**config.mk**
```make
export PLATFORM = sky130hd
export DESIGN_NAME = muldiv_ctrl
export DESIGN_NICKNAME = d
export VERILOG_FILES = /design/src/rtl/muldiv_ctrl_pkg.sv /design/src/rtl/muldiv_ctrl_watchdog.sv /design/src/rtl/muldiv_ctrl.sv
export SDC_FILE = /design/constraint.sdc
export NUM_CORES = 1
export LEC_CHECK = 0
export CORE_MARGIN = 2
export CORE_UTILIZATION = 48
export CTS_CLUSTER_DIAMETER = 50
export DETAILED_ROUTE_END_ITERATION = 16
export GPL_ROUTABILITY_DRIVEN = 0
export PLACE_DENSITY = 0.87
export SLEW_MARGIN = 20
export SYNTH_ARGS = -nofsm -noshare
export SYNTH_HDL_FRONTEND = slang
export SYNTH_SLANG_ARGS = --single-unit
```
**constraint.sdc**
```tcl
create_clock -name clk -period 3.8 [get_ports clk]
set_input_delay 1.14 -clock clk [delete_from_list [all_inputs] [get_ports clk]]
set_output_delay 1.14 -clock clk [all_outputs]
set_load 0.01 [all_outputs]
```
**src/rtl/muldiv_ctrl_pkg.sv**
```systemverilog
// -----------------------------------------------------------------------------
// muldiv_ctrl_pkg
// Shared definitions for the divide sequencing controller:
//   - md_state_t        : controller state encoding (IDLE/BUSY/DONE)
//   - DIV_START/DIV_STOP: level values driven on the divider start line
//   - MAX_CYCLES_DEFAULT: default watchdog limit on BUSY cycles
//   - DIV_ZERO_LO_BIT   : fill bit for the quotient of a divide by zero
//   - wd_count_width()  : counter width needed to hold a watchdog limit
// -----------------------------------------------------------------------------
package muldiv_ctrl_pkg;

    typedef enum logic [1:0] {
        IDLE = 2'd0,
        BUSY = 2'd1,
        DONE = 2'd2
    } md_state_t;

    localparam logic DIV_START = 1'b1;
    localparam logic DIV_STOP  = 1'b0;

    localparam int MAX_CYCLES_DEFAULT = 40;

    // Divide by zero returns the dividend as remainder and an all-ones quotient.
    localparam logic DIV_ZERO_LO_BIT = 1'b1;

    function automatic int wd_count_width(input int limit);
        return (limit < 2) ? 1 : $clog2(limit + 1);
    endfunction

endpackage

```
**src/rtl/muldiv_ctrl_watchdog.sv**
```systemverilog
// -----------------------------------------------------------------------------
// md_watchdog
// Counts enabled cycles and flags the cycle in which the LIMIT-th enabled cycle
// occurs. The flag is combinational so the owner can act in that same cycle.
// Ports:
//   clk, rst : clock and synchronous active-high reset
//   clear    : force the count back to zero (takes priority over enable)
//   enable   : count this cycle
//   expired  : high during the LIMIT-th consecutive enabled cycle
// -----------------------------------------------------------------------------
module md_watchdog
    import muldiv_ctrl_pkg::*;
#(
    parameter int LIMIT = MAX_CYCLES_DEFAULT
) (
    input  logic clk,
    input  logic rst,
    input  logic clear,
    input  logic enable,
    output logic expired
);

    localparam int CW = wd_count_width(LIMIT);
    // Count value seen during the LIMIT-th enabled cycle (count starts at 0).
    localparam logic [CW-1:0] LAST = CW'(LIMIT - 1);

    logic [CW-1:0] count_reg;

    always_ff @(posedge clk) begin
        if (rst || clear) begin
            count_reg <= '0;
        end else if (enable && (count_reg != LAST)) begin
            // Saturate at LAST; the owner leaves the counted state on expiry.
            count_reg <= count_reg + CW'(1);
        end
    end

    assign expired = enable && (count_reg == LAST);

endmodule

```
**src/rtl/muldiv_ctrl.sv**
```systemverilog
// -----------------------------------------------------------------------------
// muldiv_ctrl
// Sequences one DIV/DIVU instruction from the EX stage through an external
// iterative divider. Operands are latched once on acceptance, div_start is held
// as a level for the whole operation, the front of the pipe is stalled while the
// divide runs, and the {hi,lo} result is presented for exactly one commit.
// Ports:
//   clk, rst          : clock, synchronous active-high reset
//   op_valid/op_signed: EX holds a DIV (signed) or DIVU instruction
//   a, b              : dividend / divisor from EX
//   flush             : EX instruction is being killed
//   ex_hold           : EX cannot advance this cycle
//   stall             : freeze IF..EX
//   res_valid, hi, lo : result for the current EX instruction (0 when invalid)
//   timeout_err       : one-cycle pulse when the watchdog abandons an operation
//   div_start/annul/signed/a/b : divider request side
//   div_result, div_ready      : divider response side ({remainder, quotient})
// -----------------------------------------------------------------------------
module muldiv_ctrl
    import muldiv_ctrl_pkg::*;
#(
    parameter int WIDTH      = 32,
    parameter int MAX_CYCLES = MAX_CYCLES_DEFAULT
) (
    input  logic               clk,
    input  logic               rst,
    input  logic               op_valid,
    input  logic               op_signed,
    input  logic [WIDTH-1:0]   a,
    input  logic [WIDTH-1:0]   b,
    input  logic               flush,
    input  logic               ex_hold,
    output logic               stall,
    output logic               res_valid,
    output logic [WIDTH-1:0]   hi,
    output logic [WIDTH-1:0]   lo,
    output logic               timeout_err,
    output logic               div_start,
    output logic               div_annul,
    output logic               div_signed,
    output logic [WIDTH-1:0]   div_a,
    output logic [WIDTH-1:0]   div_b,
    input  logic [2*WIDTH-1:0] div_result,
    input  logic               div_ready
);

    md_state_t          state_reg;
    logic               div_start_reg;
    logic               div_signed_reg;
    logic [WIDTH-1:0]   div_a_reg;
    logic [WIDTH-1:0]   div_b_reg;
    logic [2*WIDTH-1:0] result_reg;

    logic accept;
    logic wd_expired;
    logic wd_fire;

    // A new instruction is taken only from IDLE, and never one being flushed.
    assign accept = (state_reg == IDLE) && op_valid && !flush;

    md_watchdog #(
        .LIMIT (MAX_CYCLES)
    ) u_watchdog (
        .clk     (clk),
        .rst     (rst),
        .clear   (state_reg != BUSY),
        .enable  (state_reg == BUSY),
        .expired (wd_expired)
    );

    // The divider answering in the last allowed cycle still counts as success.
    // A flush in that cycle wins and kills the operation without an error.
    assign wd_fire = wd_expired && !div_ready && !flush;

    always_ff @(posedge clk) begin
        if (rst) begin
            // Reset abandons any divide in flight: no annul, no result.
            state_reg      <= IDLE;
            div_start_reg  <= DIV_STOP;
            div_signed_reg <= 1'b0;
            div_a_reg      <= '0;
            div_b_reg      <= '0;
            result_reg     <= '0;
        end else begin
            case (state_reg)
                IDLE: begin
                    if (accept) begin
                        if (b != '0) begin
                            div_a_reg      <= a;
                            div_b_reg      <= b;
                            div_signed_reg <= op_signed;
                            div_start_reg  <= DIV_START;
                            state_reg      <= BUSY;
                        end else begin
                            // Divide by zero never touches the divider.
                            result_reg <= {a, {WIDTH{DIV_ZERO_LO_BIT}}};
                            state_reg  <= DONE;
                        end
                    end
                end

                BUSY: begin
                    if (flush) begin
                        div_start_reg <= DIV_STOP;
                        state_reg     <= IDLE;
                    end else if (div_ready) begin
                        result_reg    <= div_result;
                        div_start_reg <= DIV_STOP;
                        state_reg     <= DONE;
                    end else if (wd_fire) begin
                        // Hung divider: hand back zero so the pipe can drain.
                        result_reg    <= '0;
                        div_start_reg <= DIV_STOP;
                        state_reg     <= DONE;
                    end
                end

                DONE: begin
                    // Held result stays put; op_valid is ignored until commit.
                    if (flush || !ex_hold) begin
                        state_reg <= IDLE;
                    end
                end

                default: begin
                    div_start_reg <= DIV_STOP;
                    state_reg     <= IDLE;
                end
            endcase
        end
    end

    assign div_start  = div_start_reg;
    assign div_signed = div_signed_reg;
    assign div_a      = div_a_reg;
    assign div_b      = div_b_reg;

    // Stall and result visibility must react within the cycle, so these are
    // decoded from the current state plus the live EX-side controls.
    always_comb begin
        stall       = 1'b0;
        res_valid   = 1'b0;
        div_annul   = 1'b0;
        timeout_err = 1'b0;
        hi          = '0;
        lo          = '0;
        case (state_reg)
            IDLE: begin
                stall = accept;
            end
            BUSY: begin
                stall       = 1'b1;
                div_annul   = flush || wd_fire;
                timeout_err = wd_fire;
            end
            DONE: begin
                res_valid = !flush;
                if (!flush) begin
                    hi = result_reg[2*WIDTH-1:WIDTH];
                    lo = result_reg[WIDTH-1:0];
                end
            end
            default: begin
                stall = 1'b0;
            end
        endcase
    end

endmodule

```
==> flow_summary.yaml, run 1 <==
run:
  max_cap_viol_count: 0
yosys:
  async_flop_share: 0
  ys_seq_area_frac: 0.4009
  ys.flop_type: "dfxtp_1"
  synthCells: 758
  yosysWarnings: 0
  syn_nets: 894
  synth-seq-cells: 138
  synth.cell_area_um2: 6892
  syn_avg_cell_area_um2: 9.092
  ys_types: 43
  synth_edf_count: 0
clock_network:
  htreeDepth: 4
  clkLatencyLatePin_ns: 0.42
  cts_buffer_depth: 2
  clockRootBuffer: "clkbuf_16"
  cts-hold-fix-buffers: 0
  cts_tree: "built"
  numCtsBuffers: 17
  clk_pin_slew_ns: 0.06
  clock-sinks: 138
setup_path:
  reg2reg_depth: 7
  worstSetupPathType: "in -> out"
  startpoint_type: "primary input"
  cp-end-kind: "output pin"
  cp.required_ns: 2.66
  crit_arrival_ns: 2.62
  cp_max_fo: 23
finish:
  final_common_cell: "clkdlybuf4s50_1"
  largest_register_ffs: 64
  final_cells: 1191
  layout.nets: 1134
  final_util: 0.7146
  final_cell_mix: "200 x clkdlybuf4s50_1, 166 x nand2_1, 138 x dfxtp_1"
  syn2layout_area_growth_pct: 44.50
  multi_input_area_um2: 3502
  seq_area_um2: 2763
  fill_cells: 1084
  diodes: 0
  drive_gt1_frac: 0.2028
  stdcell_area_um2: 9958
power_and_ir_drop:
  powerDensity_nw_per_um2: 371.4
  clockPowerShare: 0.438
  p_switching_uw: 907.2
  p_int_uw: 2792
  p_sw_frac: 0.2453
  finalPower_uw: 3699
  p_leak_uw: 0.003859
  pwr-share-seq: 0.415
  ir_worst_vdd_mv: 0.3320
  combPwrFrac: 0.147
placed_design:
  placed_area_um2: 9432
  dpl.cell_count: 1158
  port_buffers: 268
  hpwl_mm: 14.62
timing:
  layout_min_cycle_time_ns: 3.764
  slew_violations: 0
  relSlewSlack: 0.5898
  clock.fmax_mhz: 265.7
  rsz0062_at_grt: "false"
  hold_ws_ns: 0.4515
  fin_crit_sh: 0.9905
  setup_viol_count_final: 0
  fin_skew_ns: 0.01261
  finalHoldViolations: 0
  worstMarginPinSlew_ns: 0.6153
global_routing:
  grt_pass1_vias: 6031
  grt-ovfl-total: 0
  grt_start_max_net_pins: 67
  grt_usage: 0.2631
  grt_antenna_before_repair: 0
  grt_pass1_wl_mm: 31.22
floorplanning:
  rows: 43
  die_y_um: 123.8
  die_area_um2: 15330
  io_pins: 269
  die_x_um: 123.8
  initial_utilization: 0.4946
  coreArea_um2: 13930
run_status:
  outcome: "complete, no violations"
route:
  via_per_inst: 5.377
  antenna_left: 0
  routed_wl_mm: 20.99
  detailedRoute.firstIterationViolations: 503
  first_pass_iters: 5
  wl_per_cell_um: 17.62
  vias: 6404
  drc: 0
min_path:
  worstHoldPathType: "reg -> reg"
  worstHoldPathCells: 2
## cells in the mapped netlist, types with 2 or more instances
master	number	share of area
nand3_1	3	0.0022
and2_1	65	0.059
nor2b_1	2	0.0018
nand2_1	166	0.090
buf_12	6	0.017
buf_1	3	0.0016
buf_4	4	0.0044
and3_2	19	0.021
a211oi_1	5	0.0054
dlygate4sd1_1	5	0.0064
and3_1	13	0.012
clkbuf_8	16	0.032
xor2_1	3	0.0038
buf_2	4	0.0029
nor4_1	5	0.0045
nor2_1	13	0.0071
a21oi_2	60	0.076
a21oi_1	105	0.076
a31oi_1	2	0.0018
clkbuf_1	24	0.013
buf_6	10	0.016
nand4_1	3	0.0027
nand2b_1	2	0.0018
a211oi_2	60	0.11
nor4_2	4	0.0073
dfxtp_1	138	0.40
o21ai_0	2	0.0015
## logic make-up after synthesis
logic type / Yosys count / synth area share
buf+inv: 73 / 0.09586
mux: 1 / 0.001452
simple gates: 299 / 0.2135
fa+ha+maj: 1 / 0.001815
xor+xnor: 4 / 0.005084
flops: 138 / 0.4009
compound gates: 242 / 0.2814
## path summary, 6_finish.rpt
check / start / to / slack [ns]
hold reg to reg: div_a[4] / div_a[4] / 0.45
setup / recovery: flush / lo[10] / 0.04
hold / removal: div_a[4] / div_a[4] / 0.45
setup reg to reg: u_watchdog.count_reg[0] / result_reg[63] / 1.64
## per-stage QoR
step	setup TNS (ns)	worst slack (ns)
detailed placement	-7.778	-0.1835
floorplan	0	0.6103
global placement	-5.078	-0.1046
finish	0	0.03617
global route	0	0.003213
CTS	0	0.004934
## per-layer routing
layer,vias up,wire length [um],track usage
met5,-,0,0
met4,0,539,0.1001
met3,40,1657,0.08516
met2,242,10320,0.4423
met1,3032,8475,0.3123
li1,3090,-,-
## cell type report
type / count / area share
Timing Repair Buffer: 294 / 0.2905
Clock buffer: 25 / 0.04875
Sequential cell: 138 / 0.2774
Clock inverter: 7 / 0.009046
Multi-Input combinational cell: 547 / 0.3517
Tap cell: 180 / 0.02262
## power groups by stage
| stage | registers, uW | clock network [uW] | logic [uW] |
|---|---|---|---|
| after floorplan | 1580 | 0 | 277 |
| after global routing | 1540 | 1690 | 581 |
| final | 1540 | 1620 | 543 |
| after global placement | 1560 | 0 | 534 |
| after detailed placement | 1570 | 0 | 539 |
| after CTS | 1540 | 1630 | 543 |
## worst max-delay path, stage by stage
cell,delay (ns)
clkdlybuf4s50_1,0.44
nor3b_2,0.25
buf_4,0.21
buf_12,0.15
and2_1,0.14
dlygate4sd2_1,0.28
## repair_timing
action	4_1_cts	5_1_grt
pin swaps	0	1
setup buffers	0	0
gates resized for setup	66	2
endpoints found under the setup margin	65	3
cloned	0	1
Power figures use the tool's default switching activity.
==> run 2: changes to the inputs <==
--- a/config.mk
+++ b/config.mk
@@ -9,7 +9,7 @@
 export CORE_UTILIZATION = 48
 export CTS_CLUSTER_DIAMETER = 50
 export DETAILED_ROUTE_END_ITERATION = 16
-export GPL_ROUTABILITY_DRIVEN = 0
+export GPL_ROUTABILITY_DRIVEN = 1
 export PLACE_DENSITY = 0.87
 export SLEW_MARGIN = 20
 export SYNTH_ARGS = -nofsm -noshare
==> results of run 2 <==
Final layout, timing and power as in run 1 (identical DEF).
